File: src/rtl/mean_ctrl_pkg.sv
// Shared definitions for the 3x3 mean window controller: FSM encoding,
// window tap constants and the tap-to-offset helpers.
package mean_ctrl_pkg;

  typedef enum logic [2:0] {
    ST_IDLE  = 3'd0,
    ST_FETCH = 3'd1,
    ST_RUN   = 3'd2,
    ST_WRITE = 3'd3,
    ST_NEXT  = 3'd4,
    ST_FIN   = 3'd5,
    ST_ERR   = 3'd6
  } state_t;

  // Number of taps in the window and the fetch sequencing limits.
  localparam int unsigned WIN_TAPS   = 9;
  localparam logic [3:0]  K_LAST     = 4'd8;  // last read tap
  localparam logic [3:0]  FETCH_LAST = 4'd9;  // last FETCH cycle (capture of tap 8)

  // Row/column offset of tap k relative to the window's top-left corner,
  // packed two bits per tap with tap 0 in the least significant slot.
  localparam logic [17:0] WIN_ROW_OFF = {2'd2, 2'd2, 2'd2,
                                         2'd1, 2'd1, 2'd1,
                                         2'd0, 2'd0, 2'd0};
  localparam logic [17:0] WIN_COL_OFF = {2'd2, 2'd1, 2'd0,
                                         2'd2, 2'd1, 2'd0,
                                         2'd2, 2'd1, 2'd0};

  // Row offset (0..2) of tap k; taps beyond the window map to 0.
  function automatic logic [1:0] row_off(input logic [3:0] k);
    if (k <= K_LAST) begin
      return WIN_ROW_OFF[{k, 1'b0} +: 2];
    end else begin
      return 2'd0;
    end
  endfunction

  // Column offset (0..2) of tap k; taps beyond the window map to 0.
  function automatic logic [1:0] col_off(input logic [3:0] k);
    if (k <= K_LAST) begin
      return WIN_COL_OFF[{k, 1'b0} +: 2];
    end else begin
      return 2'd0;
    end
  endfunction

endpackage

File: src/rtl/mean_window_ctrl_win_addr_gen.sv
// Window address generator: maps a window centre (row, col) and a tap
// index (0..8, row-major) to the linear address of that source pixel.
module win_addr_gen
  import mean_ctrl_pkg::*;
#(
  parameter int IMG_W      = 8,
  parameter int ADDR_WIDTH = 12
) (
  input  logic [ADDR_WIDTH-1:0] row,
  input  logic [ADDR_WIDTH-1:0] col,
  input  logic [3:0]            tap,
  output logic [ADDR_WIDTH-1:0] addr
);

  localparam logic [ADDR_WIDTH-1:0] IMG_W_A = ADDR_WIDTH'(IMG_W);
  localparam logic [ADDR_WIDTH-1:0] ONE_A   = ADDR_WIDTH'(1);

  logic [ADDR_WIDTH-1:0] win_row_s;
  logic [ADDR_WIDTH-1:0] win_col_s;

  // Centre minus one plus tap offset gives the pixel coordinate; raster it.
  always_comb begin
    win_row_s = row + {{(ADDR_WIDTH-2){1'b0}}, row_off(tap)} - ONE_A;
    win_col_s = col + {{(ADDR_WIDTH-2){1'b0}}, col_off(tap)} - ONE_A;
    addr      = win_row_s * IMG_W_A + win_col_s;
  end

endmodule

File: src/rtl/mean_window_ctrl.sv
// Mean window controller: walks every interior pixel of an image, fetches
// its 3x3 neighbourhood from the source RAM, hands the window to an external
// mean engine, and writes the engine result to the result RAM.
module mean_window_ctrl
  import mean_ctrl_pkg::*;
#(
  parameter int IMG_W      = 8,
  parameter int IMG_H      = 8,
  parameter int DATA_WIDTH = 8,
  parameter int ADDR_WIDTH = 12,
  parameter int TIMEOUT    = 32
) (
  input  logic                  clk_i_ctrl,
  input  logic                  rst_i_ctrl,
  input  logic                  start_i,
  output logic                  busy_o,
  output logic                  done_o,
  output logic                  err_o,
  output logic                  rd_en_o,
  output logic [ADDR_WIDTH-1:0] rd_addr_o,
  input  logic [DATA_WIDTH-1:0] rd_data_i,
  output logic [DATA_WIDTH-1:0] win_o_0,
  output logic [DATA_WIDTH-1:0] win_o_1,
  output logic [DATA_WIDTH-1:0] win_o_2,
  output logic [DATA_WIDTH-1:0] win_o_3,
  output logic [DATA_WIDTH-1:0] win_o_4,
  output logic [DATA_WIDTH-1:0] win_o_5,
  output logic [DATA_WIDTH-1:0] win_o_6,
  output logic [DATA_WIDTH-1:0] win_o_7,
  output logic [DATA_WIDTH-1:0] win_o_8,
  output logic                  en_o_mean,
  input  logic [DATA_WIDTH-1:0] mean_data_i,
  input  logic                  mean_done_i,
  output logic                  wr_en_o,
  output logic [ADDR_WIDTH-1:0] wr_addr_o,
  output logic [DATA_WIDTH-1:0] wr_data_o,
  output logic [ADDR_WIDTH-1:0] pix_cnt_o
);

  // Elaboration-time sanity checks on the geometry.
  if (IMG_W < 3 || IMG_H < 3) begin : g_bad_dims
    $error("mean_window_ctrl: IMG_W and IMG_H must be at least 3");
  end
  if ((longint'(IMG_W) * longint'(IMG_H)) > (longint'(1) << ADDR_WIDTH)) begin : g_bad_addr
    $error("mean_window_ctrl: IMG_W*IMG_H does not fit in ADDR_WIDTH");
  end

  localparam int TMO_W = (TIMEOUT > 1) ? $clog2(TIMEOUT) : 1;
  localparam logic [TMO_W-1:0]      TMO_LAST = TMO_W'(TIMEOUT - 1);
  localparam logic [ADDR_WIDTH-1:0] ONE_A    = ADDR_WIDTH'(1);
  localparam logic [ADDR_WIDTH-1:0] COL_LAST = ADDR_WIDTH'(IMG_W - 2);
  localparam logic [ADDR_WIDTH-1:0] ROW_LAST = ADDR_WIDTH'(IMG_H - 2);
  localparam logic [ADDR_WIDTH-1:0] OUT_W_A  = ADDR_WIDTH'(IMG_W - 2);

  state_t state_r;
  state_t state_nxt_s;

  logic [ADDR_WIDTH-1:0] row_r;
  logic [ADDR_WIDTH-1:0] col_r;
  logic [ADDR_WIDTH-1:0] row_nxt_s;
  logic [ADDR_WIDTH-1:0] col_nxt_s;
  logic [ADDR_WIDTH-1:0] gen_addr_s;
  logic [3:0]            tap_sel_s;
  logic [3:0]            fetch_cnt_r;
  logic [TMO_W-1:0]      tmo_cnt_r;
  logic                  last_col_s;
  logic                  last_row_s;
  logic                  tmo_hit_s;

  logic [DATA_WIDTH-1:0] win_r [0:WIN_TAPS-1];
  logic [DATA_WIDTH-1:0] result_r;

  logic                  busy_r;
  logic                  done_r;
  logic                  err_r;
  logic                  rd_en_r;
  logic [ADDR_WIDTH-1:0] rd_addr_r;
  logic                  en_mean_r;
  logic                  wr_en_r;
  logic [ADDR_WIDTH-1:0] wr_addr_r;
  logic [DATA_WIDTH-1:0] wr_data_r;
  logic [ADDR_WIDTH-1:0] pix_cnt_r;

  // Read address of the tap that will be presented next cycle.
  win_addr_gen #(
    .IMG_W      (IMG_W),
    .ADDR_WIDTH (ADDR_WIDTH)
  ) u_win_addr_gen (
    .row  (row_nxt_s),
    .col  (col_nxt_s),
    .tap  (tap_sel_s),
    .addr (gen_addr_s)
  );

  // Scan position flags and the centre/tap that the next read will use.
  always_comb begin
    last_col_s = (col_r >= COL_LAST);
    last_row_s = (row_r >= ROW_LAST);
    tmo_hit_s  = (tmo_cnt_r == TMO_LAST);
    row_nxt_s  = row_r;
    col_nxt_s  = col_r;
    tap_sel_s  = fetch_cnt_r + 4'd1;
    case (state_r)
      ST_IDLE: begin
        row_nxt_s = ONE_A;
        col_nxt_s = ONE_A;
        tap_sel_s = 4'd0;
      end
      ST_NEXT: begin
        tap_sel_s = 4'd0;
        if (!last_col_s) begin
          col_nxt_s = col_r + ONE_A;
        end else if (!last_row_s) begin
          row_nxt_s = row_r + ONE_A;
          col_nxt_s = ONE_A;
        end else begin
          row_nxt_s = row_r;
          col_nxt_s = col_r;
        end
      end
      default: begin
        row_nxt_s = row_r;
        col_nxt_s = col_r;
      end
    endcase
  end

  // Next-state decode for the frame sequencer.
  always_comb begin
    state_nxt_s = state_r;
    case (state_r)
      ST_IDLE: begin
        if (start_i) begin
          state_nxt_s = ST_FETCH;
        end else begin
          state_nxt_s = ST_IDLE;
        end
      end
      ST_FETCH: begin
        if (fetch_cnt_r == FETCH_LAST) begin
          state_nxt_s = ST_RUN;
        end else begin
          state_nxt_s = ST_FETCH;
        end
      end
      ST_RUN: begin
        if (mean_done_i) begin
          state_nxt_s = ST_WRITE;
        end else if (tmo_hit_s) begin
          state_nxt_s = ST_ERR;
        end else begin
          state_nxt_s = ST_RUN;
        end
      end
      ST_WRITE: state_nxt_s = ST_NEXT;
      ST_NEXT: begin
        if (last_col_s && last_row_s) begin
          state_nxt_s = ST_FIN;
        end else begin
          state_nxt_s = ST_FETCH;
        end
      end
      ST_FIN:  state_nxt_s = ST_IDLE;
      ST_ERR:  state_nxt_s = ST_IDLE;
      default: state_nxt_s = ST_IDLE;
    endcase
  end

  // State register.
  always_ff @(posedge clk_i_ctrl or negedge rst_i_ctrl) begin
    if (!rst_i_ctrl) begin
      state_r <= ST_IDLE;
    end else begin
      state_r <= state_nxt_s;
    end
  end

  // Datapath and registered outputs; every output changes the cycle after
  // the state that commands it, so the write pulse trails WRITE by one cycle.
  always_ff @(posedge clk_i_ctrl or negedge rst_i_ctrl) begin
    if (!rst_i_ctrl) begin
      row_r       <= '0;
      col_r       <= '0;
      fetch_cnt_r <= 4'd0;
      tmo_cnt_r   <= '0;
      result_r    <= '0;
      busy_r      <= 1'b0;
      done_r      <= 1'b0;
      err_r       <= 1'b0;
      rd_en_r     <= 1'b0;
      rd_addr_r   <= '0;
      en_mean_r   <= 1'b0;
      wr_en_r     <= 1'b0;
      wr_addr_r   <= '0;
      wr_data_r   <= '0;
      pix_cnt_r   <= '0;
      for (int i = 0; i < WIN_TAPS; i++) begin
        win_r[i] <= '0;
      end
    end else begin
      done_r  <= 1'b0;
      wr_en_r <= 1'b0;
      case (state_r)
        ST_IDLE: begin
          if (start_i) begin
            row_r       <= row_nxt_s;
            col_r       <= col_nxt_s;
            pix_cnt_r   <= '0;
            err_r       <= 1'b0;
            busy_r      <= 1'b1;
            fetch_cnt_r <= 4'd0;
            rd_en_r     <= 1'b1;
            rd_addr_r   <= gen_addr_s;
          end
        end
        ST_FETCH: begin
          fetch_cnt_r <= fetch_cnt_r + 4'd1;
          // Read k returns data one cycle later, so FETCH cycle k+1 captures tap k.
          for (int i = 0; i < WIN_TAPS; i++) begin
            if (fetch_cnt_r == 4'(i + 1)) begin
              win_r[i] <= rd_data_i;
            end
          end
          if (fetch_cnt_r < K_LAST) begin
            rd_en_r   <= 1'b1;
            rd_addr_r <= gen_addr_s;
          end else begin
            rd_en_r   <= 1'b0;
          end
          if (fetch_cnt_r == FETCH_LAST) begin
            en_mean_r <= 1'b1;
            tmo_cnt_r <= '0;
          end
        end
        ST_RUN: begin
          tmo_cnt_r <= tmo_cnt_r + {{(TMO_W-1){1'b0}}, 1'b1};
          if (mean_done_i) begin
            result_r  <= mean_data_i;
            en_mean_r <= 1'b0;
          end else if (tmo_hit_s) begin
            en_mean_r <= 1'b0;
          end
        end
        ST_WRITE: begin
          wr_en_r   <= 1'b1;
          wr_addr_r <= (row_r - ONE_A) * OUT_W_A + (col_r - ONE_A);
          wr_data_r <= result_r;
          pix_cnt_r <= pix_cnt_r + ONE_A;
        end
        ST_NEXT: begin
          row_r <= row_nxt_s;
          col_r <= col_nxt_s;
          if (!(last_col_s && last_row_s)) begin
            fetch_cnt_r <= 4'd0;
            rd_en_r     <= 1'b1;
            rd_addr_r   <= gen_addr_s;
          end
        end
        ST_FIN: begin
          done_r <= 1'b1;
          busy_r <= 1'b0;
        end
        ST_ERR: begin
          err_r  <= 1'b1;
          done_r <= 1'b1;
          busy_r <= 1'b0;
        end
        default: begin
          busy_r    <= 1'b0;
          rd_en_r   <= 1'b0;
          en_mean_r <= 1'b0;
        end
      endcase
    end
  end

  assign busy_o    = busy_r;
  assign done_o    = done_r;
  assign err_o     = err_r;
  assign rd_en_o   = rd_en_r;
  assign rd_addr_o = rd_addr_r;
  assign en_o_mean = en_mean_r;
  assign wr_en_o   = wr_en_r;
  assign wr_addr_o = wr_addr_r;
  assign wr_data_o = wr_data_r;
  assign pix_cnt_o = pix_cnt_r;
  assign win_o_0   = win_r[0];
  assign win_o_1   = win_r[1];
  assign win_o_2   = win_r[2];
  assign win_o_3   = win_r[3];
  assign win_o_4   = win_r[4];
  assign win_o_5   = win_r[5];
  assign win_o_6   = win_r[6];
  assign win_o_7   = win_r[7];
  assign win_o_8   = win_r[8];

endmodule

File: config.mk
export PLATFORM = sky130hd
export DESIGN_NAME = mean_window_ctrl
export DESIGN_NICKNAME = d
export VERILOG_FILES = /design/src/rtl/mean_ctrl_pkg.sv /design/src/rtl/mean_window_ctrl_win_addr_gen.sv /design/src/rtl/mean_window_ctrl.sv
export SDC_FILE = /design/constraint.sdc
export NUM_CORES = 1
export LEC_CHECK = 0
export ABC_AREA = 1
export BUFFER_PORTS_ARGS = -buffer_cell sky130_fd_sc_hd__buf_2
export CAP_MARGIN = 5
export CORE_UTILIZATION = 62
export DETAILED_ROUTE_END_ITERATION = 10
export HOLD_SLACK_MARGIN = 0.12
export PLACE_DENSITY = 0.89
export SYNTH_ARGS = -nofsm -noshare
export SYNTH_HDL_FRONTEND = slang
export SYNTH_HIERARCHICAL = 1
export SYNTH_SLANG_ARGS = --single-unit
File: constraint.sdc
create_clock -name clk_i_ctrl -period 11.02 [get_ports clk_i_ctrl]
set_input_delay 2.204 -clock clk_i_ctrl [delete_from_list [all_inputs] [get_ports clk_i_ctrl]]
set_output_delay 2.204 -clock clk_i_ctrl [all_outputs]
set_load 0.01 [all_outputs]
== Yosys cells after proc, flatten, opt, wreduce, memory -nomap -nowiden ==
Cells that the tools add are included.
Storage, ports and cells
  logic and storage cells: 143
  register bits: 166
  output and inout bits: 122
  input bits: 20
Operators by class
  shifts and indexed selects: 2
  equality and inequality tests: 21
  bitwise operators: 3
  $mul: 1
  $lt $le $gt $ge: 4
  add/sub/neg operators: 13
  muxes and demuxes: 43
  reduce and logical (&&, ||, !) cells: 31
Operators with widths (count)
  12-bit 2-to-1 mux: 10
  12-bit case mux with 2 select lines: 5
  12-bit by 1-bit adder with 12-bit output (second input constant): 3
  12-bit case mux with 3 select lines: 1
  18-bit by 6-bit indexed part select with 2-bit output (first input constant): 2
  12-bit by 1-bit subtractor with 12-bit output (second input constant): 3
  2-bit AND reduction: 15
  12-bit adder: 2
  12-bit by 3-bit >= comparator with 1-bit output (second input constant): 2
  4-bit by 3-bit equality test with 1-bit output (second input constant): 4
  3-bit case mux with 5 select lines: 1
  12-bit by 2-bit adder with 12-bit output: 1
  12-bit by 2-bit multiplier with 11-bit output (second input constant): 1
  4-bit 2-to-1 mux: 3
  4-bit case mux with 3 select lines: 1
  1-bit 2-to-1 mux: 10
  5-bit case mux with 2 select lines: 1
  9-bit by 2-bit adder with 9-bit output: 1
  3-bit equality test (second input constant): 3
  3-bit 2-to-1 mux: 3
  3-bit AND reduction: 3
  9-bit by 1-bit subtractor with 9-bit output (second input constant): 1
  4-bit by 2-bit equality test with 1-bit output (second input constant): 2
  4-bit equality test (second input constant): 2
  other kinds (24): 38

== Depth between registers and ports, before layout ==
  depth in word-level cells: 10
  depth in mapped cells: 33
  depth with buffers taken out: 33

== By module ==
The synthesis kept the hierarchy.
Modules (own cells, without submodules)
  mean_window_ctrl: cells each 937, sequential area each 4154.0 µm², area an instance 8227.9 µm², instances 1
  win_addr_gen: cells each 225, sequential area each 0.0 µm², area an instance 1297.5 µm², instances 1

== Worst setup path before layout ==
No wires, ideal clock.
  path type: register to register
  start: register row_r[0]
  end: register rd_addr_r[11] (netlist: rd_addr_o[11])
  library setup time: 0.074 ns
  cell stages (with the launch flop): 31
  buffers on the path: 0
  data required time: 10.946 ns
  period minus slack after synthesis: 4.137 ns
  setup slack: 6.883 ns
  arrival time: 4.063 ns
  cell sequence: dfrtp_1 -> clkinv_1 -> ha_1 -> inv_1 -> o2111ai_4 -> clkinv_1 -> nand3_1 -> xor2_1 -> or2_2 -> inv_1 -> ha_1 -> inv_1 -> ha_1 -> fa_1 -> nand4_1 -> nand3_1 -> xnor2_1 -> ha_1 -> inv_1 -> ha_1 -> nand2_1 -> inv_1 -> nand2_1 -> inv_1 -> nand2_1 -> nand2_1 -> nor2_1 -> nand3_1 -> nand2_1 -> inv_1 -> o21ai_2
On the way
  word-level cells in the longest chain between the ends: 9
  elaborated cells on any way between the ends: 20
  classes of those cells: 6 x add/sub; 1 x order compare; 1 x eq/ne; 10 x mux; 2 x reduce/logical
Ends and longest elaborated chain
  from (decl): line mean_window_ctrl.sv:58  | logic [ADDR_WIDTH-1:0] row_r;
  from (signal assigned): line mean_window_ctrl.sv:206  | row_r <= row_nxt_s;
  from (signal assigned): line mean_window_ctrl.sv:251  | row_r <= row_nxt_s;
  12-bit by 1-bit adder with 12-bit output / 12-bit by 3-bit >= comparator with 1-bit output (equally long branches): line mean_window_ctrl.sv:114, mean_window_ctrl.sv:98
  12-bit 2-to-1 mux: line mean_window_ctrl.sv:113  | end else if (!last_row_s) begin
  12-bit 2-to-1 mux: line mean_window_ctrl.sv:111  | if (!last_col_s) begin
  12-bit case mux with 2 select lines *: line mean_window_ctrl.sv:103  | case (state_r)
  via row_nxt_s[0]: line mean_window_ctrl.sv:60  | logic [ADDR_WIDTH-1:0] row_nxt_s;
  9-bit by 2-bit adder with 9-bit output *: line mean_window_ctrl_win_addr_gen.sv:23  | win_row_s = row + {{(ADDR_WIDTH-2){1'b0}}, row_off(tap)} - ONE_A;
  9-bit by 1-bit subtractor with 9-bit output *: line mean_window_ctrl_win_addr_gen.sv:23
  12-bit adder *: line mean_window_ctrl_win_addr_gen.sv:25  | addr = win_row_s * IMG_W_A + win_col_s;
  via gen_addr_s[11]: line mean_window_ctrl.sv:62  | logic [ADDR_WIDTH-1:0] gen_addr_s;
  12-bit 2-to-1 mux, on equally long branches: line mean_window_ctrl.sv:253, mean_window_ctrl.sv:205, mean_window_ctrl.sv:224
  12-bit case mux with 3 select lines *: line mean_window_ctrl.sv:203  | case (state_r)
  to (signal assigned): line mean_window_ctrl.sv:213  | rd_addr_r <= gen_addr_s;
  to (signal assigned): line mean_window_ctrl.sv:226  | rd_addr_r <= gen_addr_s;
  to (signal assigned): line mean_window_ctrl.sv:256  | rd_addr_r <= gen_addr_s;
  to (decl): line mean_window_ctrl.sv:77  | logic [ADDR_WIDTH-1:0] rd_addr_r;
Mark *: on every way through the listed nets, which the timed path passes. The rest lies on a longest branch. The select of a mux whose other input is x is not followed.
A chain may end at the register's enable or synchronous reset.

== Worst setup path in the final report ==
  start: register state_r[0]
  end: register rd_addr_r[11] (netlist: rd_addr_o[11])
On the way
  elaborated cells on any way between the ends: 26
  classes of those cells: 5 x add/sub; 1 x order compare; 5 x eq/ne; 2 x shift; 9 x mux; 4 x reduce/logical
RTL lines
  from (decl): line mean_window_ctrl.sv:55  | state_t state_r;
  from (signal assigned): line mean_window_ctrl.sv:174  | state_r <= state_nxt_s;
  3-bit equality test / 3-bit zero test (equally long branches): line mean_window_ctrl.sv:103
  12-bit case mux with 2 select lines *: line mean_window_ctrl.sv:103
  via row_nxt_s[1]: line mean_window_ctrl.sv:60
  9-bit by 2-bit adder with 9-bit output *: line mean_window_ctrl_win_addr_gen.sv:23
  9-bit by 1-bit subtractor with 9-bit output *: line mean_window_ctrl_win_addr_gen.sv:23
  12-bit adder *: line mean_window_ctrl_win_addr_gen.sv:25
  via gen_addr_s[11]: line mean_window_ctrl.sv:62
  12-bit 2-to-1 mux, on equally long branches: line mean_window_ctrl.sv:253, mean_window_ctrl.sv:205, mean_window_ctrl.sv:224
  12-bit case mux with 3 select lines *: line mean_window_ctrl.sv:203
Marks and branches as above.

==> run_summary.xml <==
<?xml version="1.0" encoding="UTF-8"?>
<metrics>
  <group name="synth">
    <metric name="mappedNetlistNets" unit="">1255</metric>
    <metric name="syn-instance-count" unit="">1159</metric>
    <metric name="syn_area" unit="um^2">9510</metric>
    <metric name="syn-mean-instance-area" unit="um^2">8.21</metric>
    <metric name="yosys_warnings" unit="">6</metric>
  </group>
  <group name="job">
    <metric name="cap_violations" unit="">0</metric>
  </group>
  <group name="critical_path">
    <metric name="rrSetupSlack" unit="ps">6200</metric>
    <metric name="worstReg2RegEnd" unit="">rd_addr_o[11]</metric>
    <metric name="cp-start-kind" unit="">register</metric>
    <metric name="worstPathRequired" unit="ps">11310</metric>
    <metric name="critical_path.max_fanout" unit="">16</metric>
    <metric name="worstReg2RegStart" unit="">state_r[0]</metric>
    <metric name="r2r.worst_path.cells" unit="">26</metric>
    <metric name="timing_worst_setup_path_type" unit="">reg2reg</metric>
    <metric name="setup.worst_path.end_class" unit="">register</metric>
    <metric name="worst-endpoint-arrival" unit="ps">5110</metric>
  </group>
  <group name="power">
    <metric name="p_leak" unit="nW">5.78</metric>
    <metric name="maximum_resistive_drop_on_vdd" unit="uV">228</metric>
    <metric name="power-per-cell-area" unit="nW/um^2">340</metric>
  </group>
  <group name="place">
    <metric name="numPortBuffers" unit="">141</metric>
    <metric name="dpl_cell_area" unit="um^2">10300</metric>
    <metric name="gp_congestion" unit="">1.01</metric>
    <metric name="place_inst" unit="">1462</metric>
    <metric name="post-dp-hpwl" unit="um">16500</metric>
  </group>
  <group name="cells_and_area">
    <metric name="layout-drive-gt1-share" unit="%">17.2</metric>
    <metric name="final_area" unit="um^2">10900</metric>
    <metric name="flow.area_growth_from_synthesis" unit="%">14.7</metric>
    <metric name="n_antenna_cell" unit="">0</metric>
    <metric name="fill_cells" unit="">1024</metric>
    <metric name="final_net_count" unit="">1393</metric>
    <metric name="layoutNonFillerInstCount" unit="">1494</metric>
    <metric name="final_core_util" unit="%">74.0</metric>
  </group>
  <group name="sta">
    <metric name="max_clock_freq" unit="MHz">208</metric>
    <metric name="grt_setup_unrepaired" unit="">false</metric>
    <metric name="timing.clock.skew" unit="ps">12.8</metric>
    <metric name="final_period_utilization" unit="%">43.7</metric>
    <metric name="finalSetupViolCount" unit="">0</metric>
    <metric name="timing_worst_slew_pin_value" unit="ps">876</metric>
    <metric name="pins_over_slew_limit" unit="">0</metric>
    <metric name="totalNegativeSetupSlack" unit="ps">0</metric>
    <metric name="hold_violations" unit="">0</metric>
    <metric name="slew_headroom" unit="%">41.3</metric>
    <metric name="min_period" unit="ps">4820</metric>
  </group>
  <group name="floorplan">
    <metric name="core.rowCount" unit="">44</metric>
    <metric name="io_pins" unit="">142</metric>
    <metric name="dieArea" unit="um^2">15800</metric>
    <metric name="core" unit="um^2">14800</metric>
    <metric name="chipWidth" unit="um">126</metric>
    <metric name="initial_utilization" unit="%">64.5</metric>
    <metric name="floorplan.die.height" unit="um">126</metric>
  </group>
  <group name="min_path">
    <metric name="worstHoldPathType" unit="">reg2reg</metric>
    <metric name="min_to" unit="">wr_addr_o[10]</metric>
    <metric name="startpoint_of_the_lowest_slack_hold_path" unit="">wr_addr_o[10]</metric>
    <metric name="min_path_cells" unit="">2</metric>
  </group>
  <group name="clock_network">
    <metric name="htree_num_levels" unit="">4</metric>
    <metric name="post_cts.repair.setup_buffers" unit="">0</metric>
    <metric name="cts-resized-gates" unit="">0</metric>
    <metric name="cts_num_sinks" unit="">166</metric>
    <metric name="worst_skew_pair.late_latency" unit="ps">430</metric>
    <metric name="clockRootBuffer" unit="">sky130_fd_sc_hd__clkbuf_16</metric>
    <metric name="clk_path_buf_depth" unit="">2</metric>
    <metric name="clkTransAtPathRegs" unit="ps">70</metric>
    <metric name="cts-buffers-inserted" unit="">17</metric>
    <metric name="cts_tree" unit="">yes</metric>
    <metric name="hold_buf_cts" unit="">0</metric>
  </group>
  <group name="detailed_routing">
    <metric name="drc_errors" unit="">0</metric>
    <metric name="dr_total_vias" unit="">8424</metric>
    <metric name="drt_first_pass_iters" unit="">8</metric>
    <metric name="drt_iter0_drc" unit="">742</metric>
    <metric name="detail_route.wirelength" unit="um">23200</metric>
    <metric name="wire_per_inst" unit="um">15.5</metric>
    <metric name="vias_per_cell" unit="">5.64</metric>
    <metric name="post_detailed_route_count_of_antenna_violating_nets" unit="">0</metric>
  </group>
  <group name="global_routing">
    <metric name="overflow" unit="">0</metric>
    <metric name="via_count_of_the_first_global_routing_pass" unit="">8378</metric>
    <metric name="number_of_antenna_violations_at_the_first_check_in_global_routing" unit="">0</metric>
    <metric name="pin_count_of_the_biggest_net_entering_global_routing" unit="">99</metric>
    <metric name="track_usage" unit="%">31.1</metric>
    <metric name="global_route_wire_length_before_repair" unit="um">39100</metric>
  </group>
  <group name="run_status">
    <metric name="status" unit="">finished, final reports clean</metric>
  </group>
</metrics>
==> metal layers <==
metal | global-route usage, % | share of wire (%) | wire length (um) | vias up
met5 | 0 | 0 | 0 | -
met4 | 14.7 | 3.6 | 847 | 0
met3 | 7.39 | 7.6 | 1760 | 81
met2 | 53.3 | 49 | 11500 | 403
met1 | 37.0 | 39 | 9140 | 3943
li1 | - | - | - | 3997
==> where the power goes <==
group	leakage, nW	switching (W)	total, W	internal, W
Sequential	2.00	0.000138	0.000986	0.000848
Combinational	3.49	0.00135	0.00215	0.000795
Clock	0.284	0.000265	0.000575	0.000310
Total	5.78	0.00175	0.00371	0.00195
==> sequential cells by signal, indices dropped and copies added (netlist names), 3 cells and up <==
| signal | cells |
|---|---|
| col_r | 12 |
| fetch_cnt_r | 4 |
| pix_cnt_o | 12 |
| rd_addr_o | 12 |
| result_r | 8 |
| row_r | 12 |
| state_r | 3 |
| tmo_cnt_r | 5 |
| win_o_0 | 8 |
| win_o_1 | 8 |
| win_o_2 | 8 |
| win_o_3 | 8 |
| win_o_4 | 8 |
| win_o_5 | 8 |
| win_o_6 | 8 |
| win_o_7 | 8 |
| win_o_8 | 8 |
| wr_addr_o | 12 |
| wr_data_o | 8 |
==> per-stage QoR <==
stage,setup slack (ps),total power [W],hold slack (ps)
6_report,6200,0.00371,474
5_1_grt,5810,0.00401,492
4_1_cts,6300,0.00368,475
3_5_place_dp,6470,0.00305,459
3_3_place_gp,6570,0.00295,448
2_1_floorplan,6880,0.00251,475
==> worst max path at each step <==
| stage | start | end | slack [ps] | depth (start not counted) |
|---|---|---|---|---|
| 2_1_floorplan | row_r[0] | rd_addr_o[11] | 6880 | 30 |
| 3_3_place_gp | state_r[0] | rd_addr_o[11] | 6570 | 27 |
| 3_5_place_dp | row_r[0] | rd_addr_o[11] | 6470 | 27 |
| 4_1_cts | state_r[0] | rd_addr_o[11] | 6300 | 26 |
| 5_1_grt | state_r[0] | rd_addr_o[11] | 5810 | 28 |
| 6_report | state_r[0] | rd_addr_o[11] | 6200 | 26 |
==> cells in the final DEF, fill, tap and decap left out, types with 3 or more instances in the layout <==
cell type / count
sky130_fd_sc_hd__buf_4: 3
sky130_fd_sc_hd__clkbuf_16: 17
sky130_fd_sc_hd__nor2_2: 5
sky130_fd_sc_hd__o21ai_0: 97
sky130_fd_sc_hd__a21o_1: 3
sky130_fd_sc_hd__inv_6: 4
sky130_fd_sc_hd__o21ai_2: 16
sky130_fd_sc_hd__inv_1: 192
sky130_fd_sc_hd__nand2_2: 6
sky130_fd_sc_hd__nor2_1: 104
sky130_fd_sc_hd__nor3_1: 7
sky130_fd_sc_hd__inv_2: 4
sky130_fd_sc_hd__nor2_4: 4
sky130_fd_sc_hd__nor4_1: 3
sky130_fd_sc_hd__o22ai_1: 6
sky130_fd_sc_hd__inv_8: 3
sky130_fd_sc_hd__xnor2_1: 13
sky130_fd_sc_hd__a21oi_1: 78
sky130_fd_sc_hd__fa_1: 4
sky130_fd_sc_hd__nand4_1: 15
sky130_fd_sc_hd__ha_1: 72
sky130_fd_sc_hd__nand2_1: 221
sky130_fd_sc_hd__o31ai_1: 3
sky130_fd_sc_hd__buf_2: 140
sky130_fd_sc_hd__nand3_1: 59
sky130_fd_sc_hd__dfrtp_1: 166
sky130_fd_sc_hd__xor2_1: 23
==> critical path: stages, from the launching register on <==
cell,delay (ps)
sky130_fd_sc_hd__dfrtp_1,430
sky130_fd_sc_hd__nor2_4,340
sky130_fd_sc_hd__inv_1,200
sky130_fd_sc_hd__nor2_4,240
sky130_fd_sc_hd__inv_1,240
sky130_fd_sc_hd__a21oi_1,170
sky130_fd_sc_hd__o21ai_0,110
sky130_fd_sc_hd__o21ai_0,110
sky130_fd_sc_hd__inv_1,80
sky130_fd_sc_hd__ha_1,280
sky130_fd_sc_hd__inv_1,40
sky130_fd_sc_hd__ha_1,220
sky130_fd_sc_hd__fa_1,470
sky130_fd_sc_hd__a31oi_1,200
sky130_fd_sc_hd__xor2_1,100
sky130_fd_sc_hd__ha_1,280
sky130_fd_sc_hd__inv_1,40
sky130_fd_sc_hd__ha_1,350
sky130_fd_sc_hd__nand2_1,100
sky130_fd_sc_hd__inv_1,100
sky130_fd_sc_hd__nand2_1,90
sky130_fd_sc_hd__nor3_1,190
sky130_fd_sc_hd__nor2_1,70
sky130_fd_sc_hd__nand3_1,60
sky130_fd_sc_hd__nand2_1,50
sky130_fd_sc_hd__inv_1,60
sky130_fd_sc_hd__o21ai_2,50
==> final cells by class <==
type	instances	area [um^2]	share of cell area [%]
Multi-Input combinational cell	770	4480	41.1
Sequential cell	166	4150	38.1
Inverter	198	743	6.81
Timing Repair Buffer	144	734	6.73
Clock buffer	20	457	4.18
Tap cell	184	230	2.11
Clock inverter	12	113	1.03
(Power assumes the default switching activity.)
